## src/rtl/alu_pkg.sv

```systemverilog
// Shared definitions for the ALU issue unit:
// opcodes, FSM states and the queued command record.
package alu_pkg;

    localparam logic [2:0] OP_ADD = 3'b000;
    localparam logic [2:0] OP_SUB = 3'b001;
    localparam logic [2:0] OP_NOT = 3'b011;

    typedef enum logic [1:0] {
        ST_IDLE = 2'd0,
        ST_EXEC = 2'd1,
        ST_OUT  = 2'd2
    } state_t;

    typedef struct packed {
        logic [2:0] op;
        logic [7:0] a;
        logic [7:0] b;
        logic [1:0] tag;
    } cmd_t;

endpackage

```

## src/rtl/alu_exec_core.sv

```systemverilog
// Combinational execution core: add, sub, not-a.
// Outputs are all zero while en is low.
module alu_exec_core
    import alu_pkg::*;
(
    input  logic [2:0] op,
    input  logic [7:0] a,
    input  logic [7:0] b,
    input  logic       en,
    output logic [7:0] data,
    output logic       carry,
    output logic       illegal
);

    logic [8:0] sum;
    logic [8:0] diff;

    assign sum  = {1'b0, a} + {1'b0, b};
    assign diff = {1'b0, a} - {1'b0, b};

    // Opcode decode; bit 8 of the 9-bit difference is the borrow (a < b)
    always_comb begin
        data    = 8'h00;
        carry   = 1'b0;
        illegal = 1'b0;
        if (en) begin
            case (op)
                OP_ADD: begin
                    data  = sum[7:0];
                    carry = sum[8];
                end
                OP_SUB: begin
                    data  = diff[7:0];
                    carry = diff[8];
                end
                OP_NOT: begin
                    data = ~a;
                end
                default: begin
                    illegal = 1'b1;
                end
            endcase
        end
    end

endmodule

```

## src/rtl/alu_issue_unit.sv

```systemverilog
// ALU issue unit: command FIFO, tag counter and
// IDLE/EXEC/OUT sequencer around alu_exec_core.
module alu_issue_unit
    import alu_pkg::*;
#(
    parameter int DEPTH = 4
) (
    input  logic       clk,
    input  logic       rst,
    input  logic       cmd_valid,
    output logic       cmd_ready,
    input  logic [2:0] cmd_op,
    input  logic [7:0] cmd_a,
    input  logic [7:0] cmd_b,
    output logic       res_valid,
    input  logic       res_ready,
    output logic [7:0] res_data,
    output logic       res_zero,
    output logic       res_carry,
    output logic       res_illegal,
    output logic [1:0] res_tag
);

    localparam int AW = $clog2(DEPTH);
    localparam logic [AW:0] FULL_CNT = (AW + 1)'(DEPTH);

    cmd_t          mem [DEPTH];
    logic [AW-1:0] wr_ptr;
    logic [AW-1:0] rd_ptr;
    logic [AW:0]   count;
    logic [1:0]    tag;
    logic          full;
    logic          empty;
    logic          push;
    logic          pop;
    cmd_t          head;

    state_t        state;
    state_t        next_state;

    logic [7:0]    core_data;
    logic          core_carry;
    logic          core_illegal;

    assign full      = (count == FULL_CNT);
    assign empty     = (count == '0);
    assign cmd_ready = !full;
    assign push      = cmd_valid && !full;
    assign pop       = (state == ST_EXEC);
    assign head      = mem[rd_ptr];
    assign res_valid = (state == ST_OUT);

    // Command storage; contents need no reset since count gates use
    always_ff @(posedge clk) begin
        if (push && !rst) begin
            mem[wr_ptr] <= '{op: cmd_op, a: cmd_a, b: cmd_b, tag: tag};
        end
    end

    // FIFO pointers, occupancy and sequence tag
    always_ff @(posedge clk) begin
        if (rst) begin
            wr_ptr <= '0;
            rd_ptr <= '0;
            count  <= '0;
            tag    <= 2'd0;
        end else begin
            if (push) begin
                wr_ptr <= wr_ptr + 1'b1;
                tag    <= tag + 2'd1;
            end
            if (pop) begin
                rd_ptr <= rd_ptr + 1'b1;
            end
            case ({push, pop})
                2'b10:   count <= count + 1'b1;
                2'b01:   count <= count - 1'b1;
                default: count <= count;
            endcase
        end
    end

    // Sequencer state register
    always_ff @(posedge clk) begin
        if (rst) begin
            state <= ST_IDLE;
        end else begin
            state <= next_state;
        end
    end

    // Sequencer next-state: one EXEC cycle, then hold in OUT until taken
    always_comb begin
        next_state = state;
        case (state)
            ST_IDLE: begin
                if (!empty) begin
                    next_state = ST_EXEC;
                end
            end
            ST_EXEC: begin
                next_state = ST_OUT;
            end
            ST_OUT: begin
                if (res_ready) begin
                    next_state = empty ? ST_IDLE : ST_EXEC;
                end
            end
            default: begin
                next_state = ST_IDLE;
            end
        endcase
    end

    alu_exec_core u_core (
        .op      (head.op),
        .a       (head.a),
        .b       (head.b),
        .en      (pop),
        .data    (core_data),
        .carry   (core_carry),
        .illegal (core_illegal)
    );

    // Result registers capture the core on the EXEC exit edge
    always_ff @(posedge clk) begin
        if (rst) begin
            res_data    <= 8'h00;
            res_zero    <= 1'b0;
            res_carry   <= 1'b0;
            res_illegal <= 1'b0;
            res_tag     <= 2'd0;
        end else if (pop) begin
            res_data    <= core_data;
            res_zero    <= (core_data == 8'h00);
            res_carry   <= core_carry;
            res_illegal <= core_illegal;
            res_tag     <= head.tag;
        end
    end

endmodule
```

## config.mk

```make
export PLATFORM = sky130hd
export DESIGN_NAME = alu_issue_unit
export DESIGN_NICKNAME = d
export VERILOG_FILES = /design/src/rtl/alu_pkg.sv /design/src/rtl/alu_exec_core.sv /design/src/rtl/alu_issue_unit.sv
export SDC_FILE = /design/constraint.sdc
export NUM_CORES = 1
export LEC_CHECK = 0
export ABC_AREA = 0
export ABC_CLOCK_PERIOD_IN_PS = 5340
export CAP_MARGIN = 10
export CORE_AREA = 2 2 94 96
export CTS_CLUSTER_SIZE = 25
export DETAILED_ROUTE_END_ITERATION = 6
export DIE_AREA = 0 0 96 98
export PLACE_DENSITY = 0.83
export REMOVE_ABC_BUFFERS = 1
export SYNTH_ARGS = -nofsm -noshare
export SYNTH_HDL_FRONTEND = slang
export SYNTH_HIERARCHICAL = 1
export SYNTH_SLANG_ARGS = --single-unit
```

## constraint.sdc

```tcl
create_clock -name clk -period 5.34 [get_ports clk]
set_clock_uncertainty 0.05 [all_clocks]
set_input_delay 1.602 -clock clk [delete_from_list [all_inputs] [get_ports clk]]
set_output_delay 1.602 -clock clk [all_outputs]
set_load 0.05 [all_outputs]
```

# ---- Word level (Yosys, flattened, before mapping)
# Memories as Yosys holds them, arrays and structs flattened. A register that Yosys moved wholly into a read port is not among the register bits.
# Cells that the tools add are included.
dict set report op_classes {
  reduce_logical 11
  mux 13
  n_bitwise 1
  addsub 7
  eq_ne 9
}
# cell count
set ops {}
lappend ops {{one-hot mux 8 bit (3 select lines)} 1}
lappend ops {{adder 8 x 8 -> 9 bit} 1}
lappend ops {{subtractor 8 x 8 -> 9 bit} 1}
lappend ops {{zero test 8 bit} 1}
lappend ops {{2-to-1 mux 2 bit} 4}
lappend ops {{2-to-1 mux 8 bit} 1}
lappend ops {{inverter 8 bit} 1}
lappend ops {{adder 2 x 1 -> 2 bit, second input constant} 3}
lappend ops {{zero test 3 bit} 2}
lappend ops {{one-hot mux 2 bit (3 select lines)} 1}
lappend ops {{one-hot mux 3 bit (2 select lines)} 1}
lappend ops {{equality test 2 x 1 -> 1 bit, second input constant} 2}
lappend ops {{equality test 2 bit, second input constant} 2}
lappend ops {{2-to-1 mux 1 bit} 4}
lappend ops {{adder 3 x 1 -> 3 bit, second input constant} 1}
lappend ops {{equality test 3 x 1 -> 1 bit, second input constant} 1}
lappend ops {{equality test 3 x 2 -> 1 bit, second input constant} 1}
lappend ops {{equality test 3 bit, second input constant} 1}
lappend ops {{OR reduction 3 bit} 1}
lappend ops {{subtractor 3 x 1 -> 3 bit, second input constant} 1}
lappend ops {{logical AND 1 bit} 2}
lappend ops {{zero test 1 bit} 2}
lappend ops {{zero test 2 bit} 1}
lappend ops {{!= test 2 x 1 -> 1 bit, second input constant} 1}
lappend ops {{4 further kinds} 4}
dict set report totals {
  wordCells 52
  ff_bits 24
  mem_bits_rw 84
  mem_count 1
  out_inout_bits 15
}
# name words width read_ports rd_clocked_by_memory_dff write_ports line_no
set memory_table {}
lappend memory_table {mem 4 21 1 1 1 alu_issue_unit.sv:27} ;# cmd_t mem [DEPTH];

# ---- Longest topological paths before layout
dict set report logic_depth {
  ltp_word 6
  ltp_mapped 15
  depth_no_buf 13
}

# ---- Cells and area by module
# Netlist, hierarchy kept.
# module seq_area_each_um2 cells_each area_each_um2 instances
set modules_own_cells {}
lappend modules_own_cells {alu_issue_unit 3042.9 231 4147.7 1}
lappend modules_own_cells {alu_exec_core 0.0 142 974.7 1}

# ---- Worst setup path after synthesis
# OpenSTA, ideal clock, no wires.
dict set report synth_timing {
  kind {in2reg}
  start {input rst}
  end {memory mem[0][0] in the netlist's numbering, enable pin}
  t_required_ns 4.860
  arrival_ns 3.378
  path_stages 2
  setup_time_ns 0.430
  path_slack_ns 1.482
  path_buffers 1
  path_cell_list {buf_2 -> nor3b_1}
}
dict set report synth_between {
  elab_chain_cells 4
}
# item line_no
set synth_lines {}
lappend synth_lines {{start: declaration} alu_issue_unit.sv:9} ;# input logic rst,
lappend synth_lines {{zero test 1 bit} alu_issue_unit.sv:55} ;# if (push && !rst) begin
lappend synth_lines {{logical AND 1 bit} alu_issue_unit.sv:55}
lappend synth_lines {{2-to-1 mux 1 bit} alu_issue_unit.sv:55}
lappend synth_lines {{2-to-1 mux 1 bit (implied by the code)} alu_issue_unit.sv:56} ;# mem[wr_ptr] <= '{op: cmd_op, a: cmd_a, b: cmd_b, tag: tag};
lappend synth_lines {{end: declaration} alu_issue_unit.sv:27}
# No other way between the ends.

==> impl_metrics.env <==
export IMPL_area_growth_pct=13.24
export IMPL_routed_wl_mm=9.230
export IMPL_fin_nets=459
export IMPL_final_cell_mix="edfxtp_1, clkdlybuf4s50_1, nand2_1, dfxtp_1, a21oi_1"
export IMPL_grt_overflow_total=0
export IMPL_clockBufferDepth=2
export IMPL_ios=38
export IMPL_hold_buffers=0
export IMPL_clock_fmax_mhz=257.2
export IMPL_synth_distinct_cells=55
export IMPL_hpwlAfterDp_mm=6.376
export IMPL_avgSynthCellArea_um2=13.73
export IMPL_antenna_left=0
export IMPL_total_power_w=0.002579
export IMPL_criticalPathCategory="flop to flop"
export IMPL_ys_top_cells_by_area="edfxtp_1, dfxtp_1, mux4_1"
export IMPL_min_period_over_period_pct=72.80
export IMPL_die_w_um=96
export IMPL_die_y_um=98
export IMPL_gp_congestion=0.9697
export IMPL_hold_viol=0
export IMPL_power_density_nw_per_um2=444.6
export IMPL_cts_made_buffers=9
export IMPL_drv_slew=0
export IMPL_path_clk_slew_ns=0.10
export IMPL_run_status="finished, final reports clean"
export IMPL_critPathCaptureType="flop"
export IMPL_synth_ff_type="edfxtp_1"
export IMPL_critPathLaunchType="flop"
export IMPL_synthArstFlopShare_pct=0
export IMPL_grt_pass1_wl_mm=15.12
export IMPL_core_area_um2=8466
export IMPL_h_tree_depth=3
export IMPL_synthCells=373
export IMPL_fin_setup_tns_ns=0
export IMPL_dp_slack_ns=1.502
export IMPL_viasPerCell=5.813
export IMPL_layout_min_cycle_time_ns=3.888
export IMPL_worst_slew_pin_slew_ns=0.6892
export IMPL_cap_viol_max_count=0
export IMPL_clk_root_buffer_cell="clkbuf_8"
export IMPL_start_util_pct=60.51
export IMPL_drive_gt1_share_pct=9.375
export IMPL_relSlewSlack_pct=53.99
export IMPL_clkLatencyLatePin_ns=0.37
export IMPL_wl_per_cell_um=17.61
export IMPL_clock_sinks=110
export IMPL_max_stage_delay_ns=0.78
export IMPL_dr_pass1_iters=4
export IMPL_worstPathArrival_ns=4.09
export IMPL_reg2reg_slack_ns=1.45
export IMPL_path_max_fanout=10
export IMPL_drtIter0Drc=189
export IMPL_syn_area_um2=5122
export IMPL_grtUsageTotal_pct=21.52
export IMPL_yosysSeqAreaShare_pct=59.40
export IMPL_yosysTopAreaCell="edfxtp_1"
export IMPL_ys_ff_latch=110
export IMPL_timing_final_ws_setup_ns=1.452
export IMPL_netlist_area_leader_share_pct=49.24
export IMPL_io_buffers=37
export IMPL_final_common_cell="edfxtp_1"
export IMPL_peakVddDrop_mv=0.2627
export IMPL_n_antenna_cell=0
export IMPL_grt_max_degree=31
export IMPL_antenna_found_initial=0
export IMPL_timing_critical_path_slowest_stage_cell="dfxtp_1"
export IMPL_finalSetupViolCount=0
export IMPL_crit_chain="mux4_1 -> ha_1 -> fa_1 -> nor2b_1 -> o31ai_1 -> o311ai_1 -> or3_1 -> a31oi_1 -> nor4_1 -> nand3_1 -> a21oi_1"
export IMPL_cts_resized=0
export IMPL_cts_tree="yes"
export IMPL_hold_class="flop to flop"
export IMPL_via_count=3046
export IMPL_yosys_warnings=6
export IMPL_rsz0062_at_grt="no"
export IMPL_synth_edff_count=84
export IMPL_rows=34
export IMPL_cts_setup_buffers=0
export IMPL_leakage_nw=2.038
export IMPL_required_ns=5.54
export IMPL_dieArea_um2=9408
export IMPL_drc=0
export IMPL_grt_pass1_vias=3028
-- cells in the mapped netlist (2+ instances only) --
cell type	count
edfxtp_1	84
nand2_1	33
dfxtp_1	26
a21oi_1	25
ha_1	22
inv_1	22
nor2_1	19
nor3_1	13
mux4_1	11
mux4_2	10
buf_2	7
o21ai_0	7
a21o_1	6
nand3_1	6
xnor2_1	6
clkbuf_1	5
nand2b_1	5
or3_1	5
nor2b_1	4
nor3b_1	4
a221oi_1	3
fa_1	3
mux2i_1	3
xor2_1	3
a31oi_1	2
and3_1	2
buf_1	2
nand3b_1	2
nor4_1	2
nor4b_1	2
o211a_1	2
o21a_1	2
o22a_1	2
o31ai_1	2
-- registers in the layout, summed over array words and instances, names as in the netlist, 2 cells and up, named ones only --
register,count
res_data,8
wr_ptr,2
count,3
res_tag,2
mem,84
tag,2
state,2
rd_ptr,2
-- final timing paths --
path	from	end	cells after the start
hold / removal	res_data[5]	res_data[5]	2
hold reg to reg	res_data[5]	res_data[5]	2
setup / recovery	flop	res_zero	11
setup reg to reg	flop	res_zero	11
-- power by group --
part | leakage (nW) | switching (W) | internal, W
registers | 0.976 | 0.0000604 | 0.000988
logic | 0.965 | 0.000587 | 0.000442
clock network | 0.0972 | 0.000268 | 0.000233
-- metrics by stage --
| step | instance area [µm²] | hold slack (ns) | util [%] | std cells |
|---|---|---|---|---|
| after floorplan | 5022 | 0.3927 | - | 356 |
| after global placement | 5600 | 0.3927 | 66.15 | 508 |
| after detailed placement | 5600 | 0.3959 | 66.15 | 508 |
| after CTS | 5801 | 0.4088 | 68.52 | 524 |
| after global routing | 5801 | 0.4230 | 68.52 | 524 |
| final | 5801 | 0.4072 | 68.52 | 524 |
-- worst max-delay path, delay by kind of cell, from the launching register on --
kind	cells	cell delay (ns)
DFF	1	0.78
AOI/OAI and AO/OA	4	0.91
and+or+nand+nor	4	0.65
muxes	1	0.71
adders and majority gates	2	0.66
-- kinds of logic (layout without fill, tap and decap cells) --
kind of cell | Yosys count | after routing | synth area share [%]
buf+inv | 39 | 82 | 3.566
flops | 110 | 110 | 59.40
compound gates | 62 | 62 | 8.012
mux | 25 | 25 | 10.85
xor+xnor | 9 | 9 | 1.539
simple gates | 103 | 103 | 10.09
fa+ha+maj | 25 | 25 | 6.546
-- area by class of cell --
cell class                 instances  area, µm²
clock buffer                      12      145.1
clock inverter                     4      55.05
fill                             603       2665
inverter                          22      82.58
multi-input combinational        224       1917
sequential                       110       3043
tap                              108      135.1
timing repair buffer              44      422.9
-- per-layer routing --
| metal | wire, µm | track usage (%) |
|---|---|---|
| met3 | 503 | 4.321 |
| met2 | 4326 | 31.73 |
| met5 | 0 | 0 |
| met1 | 4114 | 30.87 |
| met4 | 286 | 10.33 |
Power figures use the tool's default switching activity.
